$ cat config.mk
export PLATFORM = sky130hd
export DESIGN_NAME = dmem_bridge
export DESIGN_NICKNAME = d
export VERILOG_FILES = /design/src/rtl/mips_bus_pkg.sv /design/src/rtl/dmem_bridge.sv
export SDC_FILE = /design/constraint.sdc
export NUM_CORES = 1
export LEC_CHECK = 0
export BUFFER_PORTS_ARGS = -buffer_cell sky130_fd_sc_hd__buf_2
export CAP_MARGIN = 20
export CORE_MARGIN = 5
export CORE_UTILIZATION = 30
export DETAILED_ROUTE_END_ITERATION = 10
export SLEW_MARGIN = 20
export SYNTH_ARGS = -nofsm -noshare
export SYNTH_HDL_FRONTEND = slang
export SYNTH_SLANG_ARGS = --single-unit
$ cat constraint.sdc
create_clock -name clk_i -period 3.75 [get_ports clk_i]
set_input_delay 0.375 -clock clk_i [delete_from_list [all_inputs] [get_ports clk_i]]
set_output_delay 0.375 -clock clk_i [all_outputs]
set_load 0.01 [all_outputs]
$ cat src/rtl/mips_bus_pkg.sv
// Shared definitions for the M-stage data memory bridge: FSM state encoding,
// bus size codes and the kseg0/kseg1 address mapping.
package mips_bus_pkg;

    typedef enum logic [1:0] {
        StIdle = 2'd0,
        StReq  = 2'd1,
        StWait = 2'd2,
        StDone = 2'd3
    } bus_state_e;

    localparam logic [1:0] SizeByte = 2'd0;
    localparam logic [1:0] SizeHalf = 2'd1;
    localparam logic [1:0] SizeWord = 2'd2;

    // kseg0 (100) and kseg1 (101) alias physical memory from address 0.
    function automatic logic [31:0] map_kseg(input logic [31:0] addr, input logic enable);
        logic [31:0] mapped;
        mapped = addr;
        if (enable && (addr[31:29] == 3'b100 || addr[31:29] == 3'b101)) begin
            mapped[31:29] = 3'b000;
        end
        return mapped;
    endfunction

endpackage

$ cat src/rtl/dmem_bridge.sv
// Bridges M-stage load/store requests onto a split address/data handshake bus.
// At most one bus transaction is outstanding; a cancelled transaction whose
// address phase was already accepted is drained silently before the next one.
module dmem_bridge
    import mips_bus_pkg::*;
#(
    parameter bit MAP_KSEG = 1'b1
) (
    input  logic        clk_i,
    input  logic        rst_ni,

    input  logic        mem_en_i,
    input  logic [3:0]  mem_wen_i,
    input  logic [1:0]  mem_size_i,
    input  logic [31:0] mem_addr_i,
    input  logic [31:0] mem_wdata_i,
    input  logic        mem_cancel_i,
    input  logic        pipe_stall_i,
    output logic [31:0] mem_rdata_o,
    output logic        mem_stall_o,

    output logic        bus_req_o,
    output logic        bus_wr_o,
    output logic [1:0]  bus_size_o,
    output logic [31:0] bus_addr_o,
    output logic [31:0] bus_wdata_o,
    input  logic        bus_addr_ok_i,
    input  logic        bus_data_ok_i,
    input  logic [31:0] bus_rdata_i
);

    bus_state_e  state_q;
    logic        discard_q;
    logic        bus_req_q;
    logic        wr_q;
    logic [1:0]  size_q;
    logic [31:0] addr_q;
    logic [31:0] wdata_q;
    logic [31:0] rdata_q;

    // Transaction FSM together with the latched request fields and load data.
    always_ff @(posedge clk_i or negedge rst_ni) begin
        if (!rst_ni) begin
            state_q   <= StIdle;
            discard_q <= 1'b0;
            bus_req_q <= 1'b0;
            wr_q      <= 1'b0;
            size_q    <= SizeByte;
            addr_q    <= 32'h0;
            wdata_q   <= 32'h0;
            rdata_q   <= 32'h0;
        end else begin
            unique case (state_q)
                StIdle: begin
                    if (mem_en_i && !mem_cancel_i) begin
                        addr_q    <= map_kseg(mem_addr_i, MAP_KSEG);
                        wdata_q   <= mem_wdata_i;
                        size_q    <= mem_size_i;
                        wr_q      <= |mem_wen_i;
                        bus_req_q <= 1'b1;
                        state_q   <= StReq;
                    end
                end
                StReq: begin
                    if (bus_addr_ok_i) begin
                        // Address accepted: the data phase must be consumed even if cancelled.
                        bus_req_q <= 1'b0;
                        discard_q <= mem_cancel_i;
                        state_q   <= StWait;
                    end else if (mem_cancel_i) begin
                        bus_req_q <= 1'b0;
                        state_q   <= StIdle;
                    end
                end
                StWait: begin
                    if (bus_data_ok_i) begin
                        discard_q <= 1'b0;
                        if (discard_q || mem_cancel_i) begin
                            state_q <= StIdle;
                        end else begin
                            if (!wr_q) begin
                                rdata_q <= bus_rdata_i;
                            end
                            state_q <= StDone;
                        end
                    end else if (mem_cancel_i) begin
                        discard_q <= 1'b1;
                    end
                end
                StDone: begin
                    // Hold the result until the pipeline actually advances.
                    if (mem_cancel_i || !pipe_stall_i) begin
                        state_q <= StIdle;
                    end
                end
                default: begin
                    state_q <= StIdle;
                end
            endcase
        end
    end

    // Hold the pipeline until the access completes, or while a drained access is pending.
    always_comb begin
        mem_stall_o = 1'b0;
        if (rst_ni && mem_en_i) begin
            mem_stall_o = (!mem_cancel_i && (state_q != StDone)) || discard_q;
        end
    end

    assign bus_req_o   = bus_req_q;
    assign bus_wr_o    = wr_q;
    assign bus_size_o  = size_q;
    assign bus_addr_o  = addr_q;
    assign bus_wdata_o = wdata_q;
    assign mem_rdata_o = rdata_q;

endmodule

==> reports/results.txt, run 1 <==
The number of max-capacitance violations reported is 0, and the flop-to-flop setup slack is 1.59 ns. Walking the worst path, the cells encountered are nor4b_4, nand2_2, mux2_4. The logs give 4520 uW for the power after layout and 4950 um for the sum of met2 wire segment lengths after detailed routing. For the worst setup path, the data arrival time is 2.38 ns. The clock passes through at most 2 buffers. The Yosys step of the flow raised 0 warnings. The tools report the beginning of the worst register-to-register path as state_q[0]$_DFFE_PN0P_. The routed design could run at a clock period as short as 2.16 ns. The number of cells in the finished layout apart from fillers came out at 642. After clock tree synthesis, the clock-pin slew on the worst setup and hold paths is 0.07 ns. The analysis attributes to cell leakage a power of 0.00296 uW.

The final count of pins violating max slew was 0. Post-CTS repair changed the size of 0 cells. Of all nets on the critical path, the largest fanout is 32.

The tools report the number of antenna violations at the first check in global routing as 0. Predominant post-synthesis flop cell: dfrtp_1. The tightest slew margin relative to the limit came out at 0.296. TritonCTS built the clock tree. The run gives 0.120 as the overall global routing resource usage. The buffer type at the clock tree root was clkbuf_16. The run gives 0.615 as the portion of the post-synthesis area used by sequential elements. The floorplan step set the die width to 128 um. The combined area of all synthesized cells was 0.00419 sq mm; the via count was 2794. In this run the remaining antenna-violating nets after routing total 0. Summed over all failing endpoints, the final setup total negative slack is 0 ns.

The proportion of layout cells with a drive suffix above 1 came out at 0.697. Highest routing layer actually used: met4. From synthesis to final layout, the design area changed by 35.6%.

Type of the worst min-delay path: input port to async pin. The data required time of the worst path was 3.97 ns; the synthesized instance count was 248. For the post-CTS setup-driven buffer insertion count, the log shows 0.

For the worst flop-to-flop path, the logic depth is 3. The number of placed instances, taps included was 626. Setup repair after global routing left no endpoint under its margin.

The number of levels the H-tree was split into is 3. Most frequent standard cell in the layout excluding fill and tap cells: buf_2. The worst vdd rail ir drop came out at 0.258 mV. Detailed routing placed a total of 865 um of wire on met3. For this block, the initial DRC count from the detailed router was 81.

The tools report the final count of hold timing violations as 0. The overflow left after global routing is 0, and the DRC violation count after routing is 0. The floorplan step defined a core boundary enclosing 0.0138 sq mm. Based on the critical path, the design can be clocked at up to 463 MHz.

Input and output buffers added on the ports amount to 209. The detailed router put a total of 3940 um of wire on met1. Summed over all layers, the routed wires come to 9880 um. The hold-fix buffer count after cts was 0; the average footprint of a synthesized cell was 16.9 sq um. The logs give 0.304 for the starting density of the core and 566 for the final-stage net count. Synthesis instantiated 21 different standard cells from the library. Pin placement for this block handled 210 I/O pins. The first global-routing pass estimated 15700 um of wire.

Among all stages on the critical path, the largest delay is contributed by nand2_2. The clock latency of the later-clocked register in the worst-skew pair is 0.34 ns. The critical path contains buffers and inverters numbering 0 combined.

The number of detailed-route iterations in the first pass is 4, and the part of the cycle the worst path needs is 0.576. The total power density per cell area works out to 795 mW/mm^2. Setup violations remaining at the end of the flow were counted as 0. In the layout the commonest cells are buf_2 (208), dfrtp_1 (103), mux2_2 (52).

The tools report the kind of end point of the critical path as a register. The flow ran to the end, and the final reports show no timing, DRC or antenna violations. The number of sinks driven by the clock tree came out at 103. The actual slew at the worst max-slew pin is 1.05 ns. The fraction of registers with async set/reset came out at 1.00. The critical path startpoint category is a register.

The tools report the number of antenna diodes as 0. The number of synthesized flops with an enable pin was 0; the delay of the slowest cell on the worst path was 0.62 ns. Average wire per cell in the routed design: 15.4 um. The detailed-route vias per instance was 4.35; the half-perimeter wire length after placement was 7460 um. The number of global-route vias before repair is 3019, and the floorplan die area is 0.0164 sq mm. Synthesis produced a netlist with a net count of 357. Type of the setup path with the least slack: register to register. The tools report the capture point of the worst reg-to-reg path as mem_rdata_o[20]$_DFFE_PN0P_. From bottom edge to top edge, the die measures 128 um. The number of register bits inferred by synthesis works out to 103.

The kind of cell adding the most delay to the critical path was simple AND/OR/NAND/NOR gates. Row generation in the floorplan step produced 43 rows. Counting the buffers created by CTS gives 9. Routability-driven placement finished with a final weighted congestion of 0.811. The logs give 69 for the largest net degree at the start of global routing and 0.00438 ns for the worst-case clock skew.
-- how the worst max path moves through the flow --
stage / start / end / cells after the start
2_1_floorplan: mem_cancel_i / bus_addr_o[10]$_DFFE_PN0P_ / 4
3_3_place_gp: state_q[0]$_DFFE_PN0P_ / mem_rdata_o[21]$_DFFE_PN0P_ / 3
3_5_place_dp: state_q[0]$_DFFE_PN0P_ / mem_rdata_o[15]$_DFFE_PN0P_ / 3
4_1_cts: state_q[0]$_DFFE_PN0P_ / mem_rdata_o[20]$_DFFE_PN0P_ / 3
5_1_grt: state_q[1]$_DFFE_PN0P_ / mem_rdata_o[20]$_DFFE_PN0P_ / 3
6_report: state_q[0]$_DFFE_PN0P_ / mem_rdata_o[20]$_DFFE_PN0P_ / 3
-- cells by family after synthesis --
kind of cell,count (synthesis),share of synthesized area
compound gates,15,0.0215
buf+inv,17,0.0367
flops,103,0.615
mux,97,0.296
simple gates,16,0.0302
-- power breakdown --
part           internal, uW  leakage (uW)  total (uW)  switching [uW]
Sequential             1620       0.00127        1900             282
Combinational           889       0.00154        1600             708
Clock                   606      0.000151        1020             416
Total                  3110       0.00296        4520            1410
-- cell usage after synthesis (all sizes together), types with 2 or more instances --
library cell / number / share of area
nand3b: 2 / 0.0036
o21ai: 5 / 0.0060
a211oi: 4 / 0.0072
a21oi: 5 / 0.0060
inv: 4 / 0.0036
nand3: 3 / 0.0036
nor2b: 2 / 0.0030
nor2: 3 / 0.0027
buf: 12 / 0.032
nor4b: 2 / 0.011
mux2: 96 / 0.29
dfrtp: 103 / 0.62
-- routing by layer --
metal  global-route usage  up-vias
li1                     -     1291
met3               0.0442       11
met5                    0        -
met2                0.201      114
met4               0.0368        0
met1                0.145     1378
-- state kept, by name (all words and copies together), names as in the netlist --
name,flops
bus_addr_o,32
bus_wdata_o,32
mem_rdata_o,32
bus_size_o,2
state_q,2
bus_req_o,1
bus_wr_o,1
discard_q,1
-- through the flow --
stage | util | area (sq um) | hold slack, ns | setup slack [ns]
2_1_floorplan | - | 4190 | 0.0794 | 2.12
6_report | 0.413 | 5680 | 0.0644 | 1.59
3_5_place_dp | 0.389 | 5350 | 0.457 | 1.59
3_3_place_gp | 0.389 | 5350 | 0.439 | 1.65
5_1_grt | 0.413 | 5680 | 0.109 | 1.46
4_1_cts | 0.413 | 5680 | 0.0812 | 1.58
-- layout make-up --
class / count / area [sq um]
Tap cell: 180 / 225
Timing Repair Buffer: 211 / 1080
Multi-Input combinational cell: 128 / 1460
Sequential cell: 103 / 2580
Clock inverter: 6 / 91.3
Inverter: 4 / 15.0
Clock buffer: 10 / 239
Fill cell: 1358 / 8090
Power figures use the tool's default switching activity.
==> run 2, diff against run 1 <==
Clock period 3.75 ns to 1.75 ns, I/O delays scaled along.
==> run 2 against run 1 <==
  * Combinational power grew 120%
  * Global-route usage fell by 0.27 points
  * Final area rose by 2.2%
  * Fmax grew 32%
  * Utilization is 0.92 points higher
  * Routed wire length up 1.4%
  * Count of clock-buffer cells in the layout unchanged
  * First-iteration DRC count rose by 11%
  * Power grew 110%
  * Sequential power rose by 110%
  * Die area unchanged
==> reports/results.txt, run 2 (synthesis gave the netlist of run 1 again) <==
For the tightest slew margin relative to the limit, the log shows 0.632 (+0.336). The logs give 4 (unchanged) for the number of detailed-route iterations in the first pass and 0.00522 ns (+0.000841 ns) for the worst-case clock skew. STA classifies the critical path startpoint as a register. The logs give 210 (unchanged) for the count of boundary I/O pins and 9 (unchanged) for the total clock buffers created by CTS. The type of the worst min-delay path is input port to register. Final count of hold timing violations: 0 (unchanged). The vertical extent of the die is 128 um (unchanged), and the post-synthesis to final-layout area growth is 38.6%. In this run the clock root is driven by a clkbuf_16. The number of cells in the finished layout apart from fillers is 654 (+1.9%), and the placement row count is 43 (unchanged).

The logs give 0 (unchanged) for the final-report setup violation count and 15200 um (-3.2%) for the first-pass GRT wire length. The run finished with clean final reports. The floorplan die area was 0.0164 sq mm (unchanged); the flop-to-flop setup slack was 0.12 ns (-1.47 ns).

The largest fanout on the critical path is 32 (unchanged), and the average wire per cell in the routed design is 15.3 um (-0.45%). Count of instances resized after the clock tree is built: 0 (unchanged). The signal arrival time at the worst endpoint was 1.85 ns (-0.53 ns); the part of the cycle the worst path needs was 0.932 (+0.356).

The standby leakage power came out at 0.00304 uW (+2.7%). The capturing instance or port of the critical path is mem_rdata_o[20]$_DFFE_PN0P_. The number of placed instances, taps included was 637 (+1.8%). The startpoint identified for the worst hold timing path is mem_wdata_i[20]. The logs give 1.97 ns (-2.00 ns) for the data required time of the worst path and 2982 (-1.2%) for the number of global-route vias before repair.

In this run the worst setup path begins at state_q[0]$_DFFE_PN0P_. The area of the core region was 0.0138 sq mm (unchanged); the actual slew at the worst max-slew pin was 0.552 ns (-0.501 ns). The type of the setup path with the least slack was register to register. The logs give 3 (unchanged) for the number of levels the H-tree was split into and 0 (unchanged) for the number of antenna violations at the first check in global routing. The starting density of the core was 0.304 (unchanged).

Setup repair after global routing left no endpoint under its margin. The kind of end point of the critical path was a register. The beginning of the worst register-to-register path was state_q[0]$_DFFE_PN0P_. The overall global routing resource usage was 0.118 (-0.00273).

For the final setup TNS, the log shows 0 ns (unchanged). The achievable frequency is 613 MHz (+32%). The final design utilization is 0.422 (+0.00917), and the final-stage net count is 578 (+2.1%). The tools report the via count as 2836 (+1.5%). The tools report the number of max-capacitance violations reported as 0 (unchanged). Traced cell by cell, the critical path runs through buf_4, nor4b_4, nand2_2, buf_12, mux2_4.

The depth of the most critical reg-to-reg path is 5 (+2). The proportion of layout cells with a drive suffix above 1 works out to 0.703 (+0.00556). The width of the chip was 128 um (unchanged); the shortest period the worst path allows was 1.63 ns (-0.530 ns).

The DRC violation count after routing was 0 (unchanged); the clock transition time at the flip-flop clock pins of the worst setup and hold paths was 0.07 ns (about the same). The detailed-route vias per instance was 4.34 (-0.36%); the number of buffer cells added on primary ports was 209 (unchanged). The clock latency of the later-clocked register in the worst-skew pair came out at 0.34 ns (about the same). The slowest cell on the critical path is dfrtp_1. Worst vdd rail ir drop: 0.707 mV (+170%). The capture point of the worst reg-to-reg path was mem_rdata_o[20]$_DFFE_PN0P_. The wire length after detailed routing came out at 10000 um (+1.4%). The count of buffer and inverter cells on the critical path came out at 2 (+2).

Among cell families on the critical path, the largest total delay comes from flip-flops. The post-CTS setup-driven buffer insertion count was 0 (unchanged). The final RePlAce weighted congestion came out at 0.788 (-2.9%). Half-perimeter wire length after placement: 7550 um (+1.2%). The largest net degree at the start of global routing is 104 (+51%), and the cell depth of the worst hold path is 2. The total power density per cell area came out at 1670 mW/mm^2 (+110%).

For the overflow left after global routing, the log shows 0 (unchanged). Leaving out fill and tap cells, the most frequent cells in the layout are buf_2 (208), dfrtp_1 (103), mux2_2 (52). The library cell used most frequently in the layout, excluding fill and tap cells, is buf_2. The run gives 0 (unchanged) as the number of antenna diodes.

TritonCTS built the clock tree. The run gives 103 (unchanged) as the number of sinks driven by the clock tree. The tools report the iteration-0 DRC count of the detailed router as 90 (+11%). The final count of pins violating max slew came out at 0 (unchanged). For the number of buffers on the longest clock path, the log shows 2 (unchanged). Number of stages on the worst setup path: 5 (+2). The delay of the slowest cell on the worst path works out to 0.41 ns (-0.21 ns).

The number of antenna-violating nets in the routed design is 0 (unchanged).
run 2: cell count changes in the layout (fill, tap and decap cells not counted), sizes merged:
cell and change:
buf +11, bufinv -1, clkinv +1, clkinvlp -2, dlygate4sd3 +1, inv +2
run 2: power by group:
part / leakage [uW] / internal [uW] / switching, uW
sequential: 0.00127 / 3470 / 574
combinational: 0.00162 / 1990 / 1580
clock: 0.000152 / 1170 / 918
total: 0.00304 / 6630 / 3070
run 2: timing repair:
item                                   4_1_cts  5_1_grt
endpoints found under the hold margin      103        0
hold buffers                                 1        0
setup endpoints to repair                    0        0
run 2: per-layer routing:
metal  track usage  share of wire
met5             0              0
met1         0.143           0.42
met3        0.0329          0.070
met2         0.195           0.49
met4        0.0518          0.020
run 2: worst min path at each step:
stage	endpoint	slack [ns]
after floorplan	bus_addr_o[0]$_DFFE_PN0P_	-0.12
after global placement	bus_wr_o$_DFFE_PN0P_	0.30
after detailed placement	bus_wdata_o[21]$_DFFE_PN0P_	0.32
after CTS	bus_wdata_o[20]$_DFFE_PN0P_	0.03
after global routing	bus_wdata_o[20]$_DFFE_PN0P_	0.03
final	bus_wdata_o[20]$_DFFE_PN0P_	0.05
run 2: layout make-up:
cell class | instances | area [sq um]
Clock buffer | 10 | 239
Clock inverter | 6 | 75.1
Fill cell | 1325 | 7970
Inverter | 4 | 15.0
Multi-Input combinational cell | 128 | 1460
Sequential cell | 103 | 2580
Tap cell | 180 | 225
Timing Repair Buffer | 223 | 1220
run 2: through the flow:
step	worst slack, ns	instance area [sq um]	power, uW	hold slack, ns
after floorplan	0.142	4190	6070	-0.121
after global placement	0.147	5480	7610	0.301
after detailed placement	0.0949	5480	7730	0.316
after CTS	0.0910	5810	9890	0.0256
after global routing	0.0397	5810	10300	0.0278
final	0.120	5810	9700	0.0494
==> run 3, diff against run 2 <==
==> constraint.sdc (replaced) <==
create_clock -name clk_i -period 1.75 [get_ports clk_i]
set_input_delay 0.2625 -clock clk_i [delete_from_list [all_inputs] [get_ports clk_i]]
set_output_delay 0.2625 -clock clk_i [all_outputs]
set_load 0.01 [all_outputs]
==> run 3 against run 2 <==
  * The run now ends with negative hold slack left
  * Via count shrank 1.2%
  * Die area stayed put
  * Fmax fell by 2.2%
  * Combinational power is essentially flat
  * Critical endpoint is now mem_stall_o
  * Critical path type is now register to output port
  * Count of clock-buffer cells in the layout stayed put
  * Register-to-register slack about the same
  * Power is 0.62% lower
==> reports/results.txt, run 3 (synthesis gave the netlist of run 1 again) <==
The run finished, with violations left. The final reports fail on negative hold slack. The hold-fix buffer count after cts was 0 (-1). Overflow left after global routing: 0 (unchanged). The final count of hold timing violations was 26 (+26).

The most frequent standard cell in the layout excluding fill and tap cells was buf_2. The tools report the count of boundary I/O pins as 210 (unchanged). The actual slew at the worst max-slew pin was 0.577 ns (+0.0250 ns).

TritonCTS built the clock tree. The tools report the final RePlAce weighted congestion as 0.778 (-1.2%). The width of the chip works out to 128 um (unchanged). The final setup TNS came out at 0 ns (unchanged). For the worst vdd rail ir drop, the log shows 0.547 mV (-23%). The average wire per cell in the routed design works out to 15.3 um (about the same).

The standby leakage power was 0.00303 uW (-0.30%); the delay of the slowest cell on the worst path was 0.41 ns (about the same). The tools report the number of antenna-violating nets in the routed design as 0 (unchanged). Among all stages on the critical path, the largest delay is contributed by dfrtp_1.

The tools report the number of detailed-route iterations in the first pass as 4 (unchanged). The post-placement cell area came out at 0.00550 sq mm (+0.23%). The floorplan die area was 0.0164 sq mm (unchanged). The achievable frequency was 600 MHz (-2.2%); the number of global-route vias before repair was 2990 (+0.27%). The signal arrival time at the worst endpoint came out at 1.40 ns (-0.45 ns). The cell family contributing the most delay on the critical path is flip-flops. The worst setup path is of the register to output port kind.

The tools report the first-pass GRT wire length as 15300 um (+0.68%). The run gives 3 (unchanged) as the number of levels the H-tree was split into. The via count was 2801 (-1.2%). Clock tree synthesis selected as its root buffer the cell clkbuf_16. The half-perimeter wire length after placement was 7620 um (+0.95%). The vertical extent of the die is 128 um (unchanged).

The number of buffer cells added on primary ports is 209 (unchanged). The final non-filler cell area is 0.00580 sq mm (about the same). The number of buffers on the longest clock path is 2 (unchanged). The tools report the post-CTS setup-driven buffer insertion count as 0 (unchanged). For the final-report setup violation count, the log shows 0 (unchanged). The overall global routing resource usage was 0.119 (+0.00100). The kind of end point of the critical path was an output port.

The shortest period the worst path allows works out to 1.67 ns (+0.0363 ns). The tightest hold margin came out at -0.0399 ns (-0.0893 ns). The detailed-route vias per instance was 4.29 (-1.1%); the data required time of the worst path was 1.49 ns (-0.48 ns). The part of the cycle the worst path needs is 0.952 (+0.0208). The worst-case clock skew is 0.00592 ns (+0.000697 ns). Largest fanout on the critical path: 10 (-69%).

The clock latency of the later-clocked register in the worst-skew pair came out at 0.34 ns (about the same). In the layout the commonest cells are buf_2 (208), dfrtp_1 (103), mux2_2 (52). The tools report the final-stage net count as 577 (-0.17%). The count of instances resized after the clock tree is built is 0 (unchanged).

The tools report the total clock buffers created by CTS as 9 (unchanged). The cell-internal power was 6610 uW (-0.25%). The run gives 0 (unchanged) as the number of max-capacitance violations reported. For the switching power, the log shows 3030 uW (-1.4%). The clock transition time at the flip-flop clock pins of the worst setup and hold paths is 0.07 ns (about the same), and the final count of pins violating max slew is 0 (unchanged). The iteration-0 DRC count of the detailed router came out at 108 (+20%).

The number of antenna diodes was 0 (unchanged); the post-synthesis to final-layout area growth was 38.5% (about the same). For the area of the core region, the log shows 0.0138 sq mm (unchanged). For the wire length after detailed routing, the log shows 10000 um (-0.22%).

Proportion of total power due to net switching: 0.314 (-0.00261). Number of antenna violations at the first check in global routing: 0 (unchanged). The tightest slew margin relative to the limit is 0.616 (-0.0167), and the combinational share of power is 0.371 (+0.003). STA classifies the critical path startpoint as a register.

The sequential power share is 0.419 (+0.003). The placement row count was 43 (unchanged); the power after layout was 9640 uW (-0.62%). Number of fill cells in the layout: 1308 (-1.3%). The count of buffer and inverter cells on the critical path is 2 (unchanged).

The type of the worst min-delay path was input port to async pin. The critical path goes through buf_4, a21oi_1, o211a_1, buf_2. The largest net degree at the start of global routing was 104 (unchanged); the DRC violation count after routing was 0 (unchanged). Clock network fraction of total power: 0.211 (-0.004). The total power density per cell area is 1660 mW/mm^2 (-0.54%).

Setup repair after global routing left no endpoint under its margin. The starting density of the core came out at 0.304 (unchanged). The number of sinks driven by the clock tree was 103 (unchanged); the proportion of layout cells with a drive suffix above 1 was 0.704 (+0.00149).
==> run 3: cell count changes in the layout (fill, tap and decap cells not counted) <==
| cell | before | now |
|---|---|---|
| buf_12 | 5 | 6 |
| buf_4 | 9 | 8 |
| clkinv_2 | 0 | 1 |
| clkinvlp_4 | 1 | 2 |
| dlygate4sd3_1 | 1 | 0 |
| inv_6 | 2 | 1 |
| inv_8 | 1 | 0 |
==> run 3: final timing paths <==
path	startpoint	to	slack (ns)	depth (start not counted)
worst max-delay path	state_q[0]$_DFFE_PN0P_	mem_stall_o	0.08	4
worst min register to register	bus_wdata_o[20]$_DFFE_PN0P_	bus_wdata_o[20]$_DFFE_PN0P_	0.49	1
max in group asynchronous	rst_ni	bus_wdata_o[27]$_DFFE_PN0P_	1.32	2
min in group clk_i	mem_wdata_i[20]	bus_wdata_o[20]$_DFFE_PN0P_	0.14	2
worst max register to register	state_q[0]$_DFFE_PN0P_	mem_rdata_o[6]$_DFFE_PN0P_	0.13	5
worst min-delay path	rst_ni	bus_wr_o$_DFFE_PN0P_	-0.04	2
==> run 3: per-stage QoR <==
step	instances	setup WS [ns]	util
after global routing	653	0.0258	0.421
final	653	0.0834	0.421
after CTS	653	0.0592	0.421
after floorplan	248	0.142	-
after detailed placement	637	0.119	0.399
after global placement	637	0.154	0.399
==> run 3: worst register-to-register path, stage by stage, from the launching register on <==
cell and delay [ns]:
dfrtp_1 0.41, buf_4 0.19, nor4b_4 0.28, nand2_2 0.11, buf_12 0.19, mux2_4 0.32
==> run 3: final cells by class <==
type | count | area (sq um) | share of cell area
flip-flops and latches | 103 | 2580 | 0.444
well taps | 180 | 225 | 0.0388
repair buffers | 222 | 1220 | 0.210
clock buffers | 10 | 239 | 0.0412
multi-input cells | 128 | 1460 | 0.251
inverters | 4 | 15.0 | 0.00259
clock inverters | 6 | 67.6 | 0.0116
==> run 3: power by group through the flow <==
stage,registers (uW),clock network (uW),logic [uW]
4_1_cts,4060,2120,3660
6_report,4040,2030,3570
3_5_place_dp,4090,0,3650
3_3_place_gp,4040,0,3570
5_1_grt,4190,2190,3850
2_1_floorplan,4570,0,1500
==> run 3: metal layers <==
| layer | track usage | routed length [um] |
|---|---|---|
| met5 | 0 | 0 |
| met4 | 0.0387 | 127 |
| met3 | 0.0425 | 889 |
| met2 | 0.194 | 4950 |
| met1 | 0.146 | 4030 |
